### config.mk
export PLATFORM = sky130hd
export DESIGN_NAME = ir_scan_sequencer
export DESIGN_NICKNAME = d
export VERILOG_FILES = /design/src/rtl/ir_scan_sequencer.sv
export SDC_FILE = /design/constraint.sdc
export NUM_CORES = 1
export LEC_CHECK = 0
export BUFFER_PORTS_ARGS = -buffer_cell sky130_fd_sc_hd__buf_2
export CAP_MARGIN = 20
export CORE_MARGIN = 2
export CORE_UTILIZATION = 45
export CTS_CLUSTER_SIZE = 8
export DETAILED_ROUTE_END_ITERATION = 6
export SKIP_LAST_GASP = 1
export SYNTH_ARGS = -nofsm -noshare
export SYNTH_HDL_FRONTEND = slang
export SYNTH_SLANG_ARGS = --single-unit
### constraint.sdc
create_clock -name clk -period 4.9 [get_ports clk]
set_clock_uncertainty 0.2 [all_clocks]
set_input_delay 0.98 -clock clk [delete_from_list [all_inputs] [get_ports clk]]
set_output_delay 0.98 -clock clk [all_outputs]
set_load 0.05 [all_outputs]
### src/rtl/ir_scan_sequencer.sv
// ir_scan_sequencer
//
// Time-shares the A2D converter across the three IR sensor pairs (inner, mid,
// outer). While go is high it repeats a scan: each pair is powered, allowed to
// settle, then its left and right channels are converted. The weighted sum of
// (left - right) over the three pairs is published as a signed error.
//
// Ports:
//   clk        system clock, rising edge
//   rst        asynchronous active-high reset
//   go         scan enable from motion/command logic
//   strt_cnv   one-cycle conversion request to the A2D
//   chnnl      A2D channel select, stable from strt_cnv until cnv_cmplt
//   cnv_cmplt  one-cycle conversion-done strobe from the A2D
//   A2D_res    unsigned 12-bit result, valid with cnv_cmplt
//   IR_in_en   inner pair emitter enable
//   IR_mid_en  mid pair emitter enable
//   IR_out_en  outer pair emitter enable
//   err        signed scan result, held between scans
//   err_vld    one-cycle strobe when err updates
//   busy       high whenever the sequencer is not idle
//
// All outputs are registered.

module ir_scan_sequencer #(
  parameter int unsigned SETTLE_CYC = 4096
) (
  input  logic               clk,
  input  logic               rst,
  input  logic               go,
  output logic               strt_cnv,
  output logic [2:0]         chnnl,
  input  logic               cnv_cmplt,
  input  logic [11:0]        A2D_res,
  output logic               IR_in_en,
  output logic               IR_mid_en,
  output logic               IR_out_en,
  output logic signed [15:0] err,
  output logic               err_vld,
  output logic               busy
);

  localparam logic [2:0] StIdle   = 3'd0;
  localparam logic [2:0] StSettle = 3'd1;
  localparam logic [2:0] StWaitL  = 3'd2;
  localparam logic [2:0] StWaitR  = 3'd3;
  localparam logic [2:0] StDrain  = 3'd4;

  localparam logic [1:0] PairIn  = 2'd0;
  localparam logic [1:0] PairMid = 2'd1;
  localparam logic [1:0] PairOut = 2'd2;

  localparam logic [15:0] SettleLoad = 16'(SETTLE_CYC - 1);

  logic [2:0]         state_q, state_d;
  logic [1:0]         pair_q, pair_d;
  logic [15:0]        cnt_q, cnt_d;
  logic [11:0]        lft_q, lft_d;
  logic signed [15:0] acc_q, acc_d;
  logic signed [15:0] err_q, err_d;
  logic               err_vld_q, err_vld_d;
  logic               strt_q, strt_d;
  logic [2:0]         chnnl_q, chnnl_d;
  logic [2:0]         en_q, en_d;
  logic               busy_q;

  // Channel map for the pair currently being scanned.
  logic [2:0] chnnl_lft, chnnl_rgt;
  always_comb begin
    chnnl_lft = 3'd1;
    chnnl_rgt = 3'd0;
    case (pair_q)
      PairMid: begin
        chnnl_lft = 3'd4;
        chnnl_rgt = 3'd2;
      end
      PairOut: begin
        chnnl_lft = 3'd3;
        chnnl_rgt = 3'd7;
      end
      default: begin
        chnnl_lft = 3'd1;
        chnnl_rgt = 3'd0;
      end
    endcase
  end

  // Weighted left-right difference; weights 1/2/4 are plain shifts.
  logic signed [12:0] diff;
  logic signed [15:0] diff_ext;
  logic signed [15:0] weighted;
  logic signed [15:0] sum;

  assign diff     = $signed({1'b0, lft_q}) - $signed({1'b0, A2D_res});
  assign diff_ext = $signed({{3{diff[12]}}, diff});

  always_comb begin
    weighted = diff_ext;
    case (pair_q)
      PairMid: weighted = diff_ext <<< 1;
      PairOut: weighted = diff_ext <<< 2;
      default: weighted = diff_ext;
    endcase
  end

  assign sum = acc_q + weighted;

  always_comb begin
    state_d   = state_q;
    pair_d    = pair_q;
    cnt_d     = cnt_q;
    lft_d     = lft_q;
    acc_d     = acc_q;
    err_d     = err_q;
    err_vld_d = 1'b0;
    strt_d    = 1'b0;
    chnnl_d   = chnnl_q;
    en_d      = en_q;

    case (state_q)
      StIdle: begin
        chnnl_d = 3'd0;
        en_d    = 3'b000;
        if (go) begin
          pair_d  = PairIn;
          acc_d   = '0;
          en_d    = 3'b001;
          cnt_d   = SettleLoad;
          state_d = StSettle;
        end
      end

      StSettle: begin
        if (!go) begin
          en_d    = 3'b000;
          chnnl_d = 3'd0;
          state_d = StIdle;
        end else if (cnt_q == 16'd0) begin
          strt_d  = 1'b1;
          chnnl_d = chnnl_lft;
          state_d = StWaitL;
        end else begin
          cnt_d = cnt_q - 16'd1;
        end
      end

      StWaitL: begin
        if (!go) begin
          en_d = 3'b000;
          // A completion in the abort cycle already retires the conversion.
          if (cnv_cmplt) begin
            chnnl_d = 3'd0;
            state_d = StIdle;
          end else begin
            state_d = StDrain;
          end
        end else if (cnv_cmplt) begin
          lft_d   = A2D_res;
          strt_d  = 1'b1;
          chnnl_d = chnnl_rgt;
          state_d = StWaitR;
        end
      end

      StWaitR: begin
        if (!go) begin
          en_d = 3'b000;
          if (cnv_cmplt) begin
            chnnl_d = 3'd0;
            state_d = StIdle;
          end else begin
            state_d = StDrain;
          end
        end else if (cnv_cmplt) begin
          acc_d = sum;
          if (pair_q != PairOut) begin
            pair_d  = pair_q + 2'd1;
            // Old enable falls and next one rises on the same edge.
            en_d    = (pair_q == PairIn) ? 3'b010 : 3'b100;
            cnt_d   = SettleLoad;
            state_d = StSettle;
          end else begin
            en_d      = 3'b000;
            err_d     = sum;
            err_vld_d = 1'b1;
            chnnl_d   = 3'd0;
            state_d   = StIdle;
          end
        end
      end

      StDrain: begin
        en_d = 3'b000;
        if (cnv_cmplt) begin
          chnnl_d = 3'd0;
          state_d = StIdle;
        end
      end

      default: begin
        en_d    = 3'b000;
        chnnl_d = 3'd0;
        state_d = StIdle;
      end
    endcase
  end

  always_ff @(posedge clk or posedge rst) begin
    if (rst) begin
      state_q   <= StIdle;
      pair_q    <= PairIn;
      cnt_q     <= '0;
      lft_q     <= '0;
      acc_q     <= '0;
      err_q     <= '0;
      err_vld_q <= 1'b0;
      strt_q    <= 1'b0;
      chnnl_q   <= 3'd0;
      en_q      <= 3'b000;
      busy_q    <= 1'b0;
    end else begin
      state_q   <= state_d;
      pair_q    <= pair_d;
      cnt_q     <= cnt_d;
      lft_q     <= lft_d;
      acc_q     <= acc_d;
      err_q     <= err_d;
      err_vld_q <= err_vld_d;
      strt_q    <= strt_d;
      chnnl_q   <= chnnl_d;
      en_q      <= en_d;
      busy_q    <= (state_d != StIdle);
    end
  end

  assign strt_cnv  = strt_q;
  assign chnnl     = chnnl_q;
  assign IR_in_en  = en_q[0];
  assign IR_mid_en = en_q[1];
  assign IR_out_en = en_q[2];
  assign err       = err_q;
  assign err_vld   = err_vld_q;
  assign busy      = busy_q;

endmodule

==> impl_metrics.env <==
export IMPL_detail_route_antenna_nets=0
export IMPL_worst_r2r_startpoint="lft_q[0]$_DFFE_PP0P_"
export IMPL_dieHeight_um=108
export IMPL_ys_flop_type="dfrtp_1"
export IMPL_cts_tree="yes"
export IMPL_achievable_frequency_mhz=218
export IMPL_fillerInstances=951
export IMPL_clkTransAtPathRegs_ns=0.07
export IMPL_timing_max_cap_violations=0
export IMPL_finish_instance_area_um2=5640
export IMPL_cts_setup_buffers=0
export IMPL_synth_async_reset_ratio=1.00
export IMPL_worstPathBufferInverterCount=1
export IMPL_setup_tns_final_ns=0
export IMPL_die_width_um=108
export IMPL_tightestPinTransition_ns=0.850
export IMPL_grt_overflow_total=0
export IMPL_synthToLayoutAreaGrowth_pct=16.1
export IMPL_worst_reg2reg_path_depth=16
export IMPL_synth_edf_count=0
export IMPL_slew_headroom=0.431
export IMPL_worst_path_max_fanout=4
export IMPL_initial_utilization=0.466
export IMPL_syn_cell_area_um2=4850
export IMPL_p_leak_nw=2.73
export IMPL_mostFrequentLayoutCells="dfrtp_1, o21ai_0, nand2_1, nor2_1, buf_2"
export IMPL_number_of_diodes_added_for_antenna_fixing=0
export IMPL_timing_final_max_slew_violations=0
export IMPL_instance_count_along_the_most_critical_hold_path=2
export IMPL_clock_latency_ns=0.36
export IMPL_final_net_count=649
export IMPL_cpMaxStageDelayCell="or4b_2"
export IMPL_htreeDepth=3
export IMPL_number_of_antenna_violations_at_the_first_check_in_global_routing=0
export IMPL_slowest_delay_ns=0.59
export IMPL_peakVddDrop_mv=0.148
export IMPL_grt_start_max_net_pins=49
export IMPL_number_of_flip_flops_and_latches_in_the_synthesized_netlist=74
export IMPL_synth_compound_area_share=0.245
export IMPL_crit_family="simple AND/OR/NAND/NOR gates"
export IMPL_post_route_min_period_ns=4.59
export IMPL_status="completed"
export IMPL_areal_power_density_over_the_cells_nw_per_um2=250
export IMPL_final_setup_viol_count=0
export IMPL_yosys_area_share_adder=0.101
export IMPL_dr_pass1_iters=4
export IMPL_flip_flop_and_latch_area_um2=1850
export IMPL_critical_path_required_ns=4.97
export IMPL_design_power_mw=1.41
export IMPL_drt_initial_drc_count=180
export IMPL_number_of_global_route_vias_before_repair=4063
export IMPL_proportion_of_layout_cells_with_a_drive_suffix_above_1=0.210
export IMPL_core_area_um2=10400
export IMPL_design_portCount=41
export IMPL_synthesized_instance_count=525
export IMPL_io_buffers=40
export IMPL_totalWireLength_um=11100
export IMPL_setup_worst_path_class="input port to flop"
export IMPL_clock_sinks=74
export IMPL_dp_hpwl_um=8250
export IMPL_holdCritStartpoint="err[1]$_DFFE_PP0P_"
export IMPL_syn_area_per_cell_um2=9.24
export IMPL_timing_final_crit_share=0.936
export IMPL_layout_commonest_cell="dfrtp_1"
export IMPL_yosys_area_share_xor_xnor=0.0353
export IMPL_dominant_combinational_cell_family_by_area_after_synthesis="compound AO/OA/AOI/OAI gates"
export IMPL_drc_errors=0
export IMPL_mappedNetlistNets=579
export IMPL_gp_congestion=0.883
export IMPL_first_pass_grt_wire_length_um=19100
export IMPL_vias_after_detailed_routing=4149
export IMPL_synth_simple_area_share=0.149
export IMPL_yosys_warnings=0
export IMPL_die_area_um2=11600
export IMPL_hold_path_class="flop to flop"
export IMPL_arrival_ns=4.66
export IMPL_cp_end_kind="flop"
export IMPL_multi_input_area_um2=2830
export IMPL_rsz0062_at_grt="false"
export IMPL_setup_slack_on_the_worst_flop_to_flop_path_ns=0.66
export IMPL_worst_hold_path_endpoint="err[1]$_DFFE_PP0P_"
export IMPL_clock_tree_root_cell="clkbuf_8"
export IMPL_timing_final_hold_violations=0
export IMPL_ys_seq_area_frac=0.382
export IMPL_clk_path_buf_depth=2
export IMPL_numCtsBuffers=9
export IMPL_netlist_cell_type_count=65
export IMPL_num_rows=37
export IMPL_cp_start_kind="input port"
export IMPL_postPlaceCellArea_um2=5420
export IMPL_post_synth_mux_area_share=0.0508
export IMPL_ctsHoldBuffers=0
export IMPL_crit_reg2reg_capture="acc_q[15]$_DFFE_PP0P_"
export IMPL_grt_usage=0.210
export IMPL_cp_cell_sequence="buf_2 > ha_1 > fa_1 > nor2b_1 > o21ai_0 > a21boi_0 > a22oi_1 > a21oi_1 > ha_1 > a21oi_1 > nand2_1 > or4b_1 > and3_1 > o21ai_0 > or4b_2 > o211ai_1"
export IMPL_avgRoutedWirePerCell_um=15.1
export IMPL_avgViaCountPerCell=5.64
-- flip-flops by register name, indices dropped and copies added, names as in the netlist --
register,count
state_q,3
acc_q,16
chnnl,3
err_vld,1
err,16
en_q,3
cnt_q,16
strt_cnv,1
pair_q,2
lft_q,12
busy,1
-- kinds of logic (layout without fill, tap and decap cells) --
| logic type | count (synthesis) | in the layout |
|---|---|---|
| buf+inv | 48 | 123 |
| mux | 22 | 22 |
| simple gates | 149 | 149 |
| fa+ha+maj | 38 | 38 |
| flops | 74 | 74 |
| compound gates | 176 | 176 |
| xor+xnor | 18 | 18 |
-- power breakdown --
part / internal [mW] / total, mW / switching (mW) / leakage, nW
registers: 0.628 / 0.645 / 0.0168 / 0.959
logic: 0.128 / 0.301 / 0.173 / 1.68
clock network: 0.235 / 0.463 / 0.228 / 0.0914
total: 0.991 / 1.41 / 0.417 / 2.73
-- cell usage after synthesis (all sizes together), types with 2 or more instances --
cell | count | area share
ha | 36 | 0.093
and3 | 2 | 0.0026
fa | 2 | 0.0082
nand4 | 2 | 0.0039
a22o | 12 | 0.022
nor2 | 43 | 0.034
o21ai | 46 | 0.047
o221ai | 2 | 0.0036
inv | 30 | 0.023
a22oi | 7 | 0.011
and2 | 3 | 0.0039
mux2 | 21 | 0.049
a41oi | 2 | 0.0036
nor2b | 7 | 0.0090
o22ai | 3 | 0.0039
a21o | 5 | 0.0077
xnor2 | 12 | 0.022
or2 | 2 | 0.0026
a31oi | 10 | 0.017
or4b | 2 | 0.0041
a21boi | 4 | 0.0062
a21oi | 38 | 0.039
a32oi | 4 | 0.0072
nand2 | 43 | 0.033
nand2b | 11 | 0.014
nor3 | 10 | 0.010
clkbuf | 17 | 0.013
nor3b | 3 | 0.0046
xor2 | 5 | 0.0090
o31ai | 4 | 0.0062
o21bai | 3 | 0.0046
a31o | 2 | 0.0036
o311ai | 2 | 0.0072
a32o | 4 | 0.0082
o41ai | 2 | 0.0036
or3 | 6 | 0.0088
dfrtp | 74 | 0.38
o211ai | 4 | 0.0062
o21a | 12 | 0.019
nand3 | 12 | 0.012
-- through the flow --
step | std cells | hold WS (ns) | utilization | setup slack [ns]
2_1_floorplan | 525 | 0.249 | - | 0.235
3_3_place_gp | 718 | 0.259 | 0.520 | -0.0608
3_5_place_dp | 718 | 0.264 | 0.520 | -0.119
4_1_cts | 734 | 0.281 | 0.537 | 0.260
5_1_grt | 736 | 0.324 | 0.541 | 0.0216
6_report | 736 | 0.272 | 0.541 | 0.311
-- final cells by class --
class	count	share of cell area
clock buffers	13	0.0246
clock inverters	3	0.00710
inverters	30	0.0200
multi-input cells	403	0.503
flip-flops and latches	74	0.329
well taps	136	0.0302
repair buffers	77	0.0870
-- tightest hold or removal path, cell delays in order (launching register included) --
cell and delay (ns):
dfrtp_1 0.34, nand2_1 0.05, o21ai_0 0.06
-- repair_timing --
item / CTS / global route
hold endpoints to repair: 0 / 0
endpoints found under the setup margin: 0 / 2
resized for setup: 0 / 3
-- layer usage --
metal | track usage | share of wire | up-vias
met5 | 0 | 0 | -
met4 | 0.0806 | 0.015 | 0
met3 | 0.0430 | 0.043 | 13
met2 | 0.350 | 0.48 | 87
met1 | 0.267 | 0.46 | 1987
li1 | - | - | 2062
-- how the worst max path moves through the flow --
stage | startpoint | endpoint | slack (ns) | cells after the start
3_5_place_dp | A2D_res[0] | acc_q[15]$_DFFE_PP0P_ | -0.12 | 17
6_report | A2D_res[0] | acc_q[15]$_DFFE_PP0P_ | 0.31 | 16
3_3_place_gp | A2D_res[0] | acc_q[15]$_DFFE_PP0P_ | -0.06 | 17
5_1_grt | A2D_res[0] | acc_q[15]$_DFFE_PP0P_ | 0.02 | 17
4_1_cts | A2D_res[0] | acc_q[15]$_DFFE_PP0P_ | 0.26 | 17
2_1_floorplan | A2D_res[0] | err[15]$_DFFE_PP0P_ | 0.23 | 15
(Power assumes the default switching activity.)
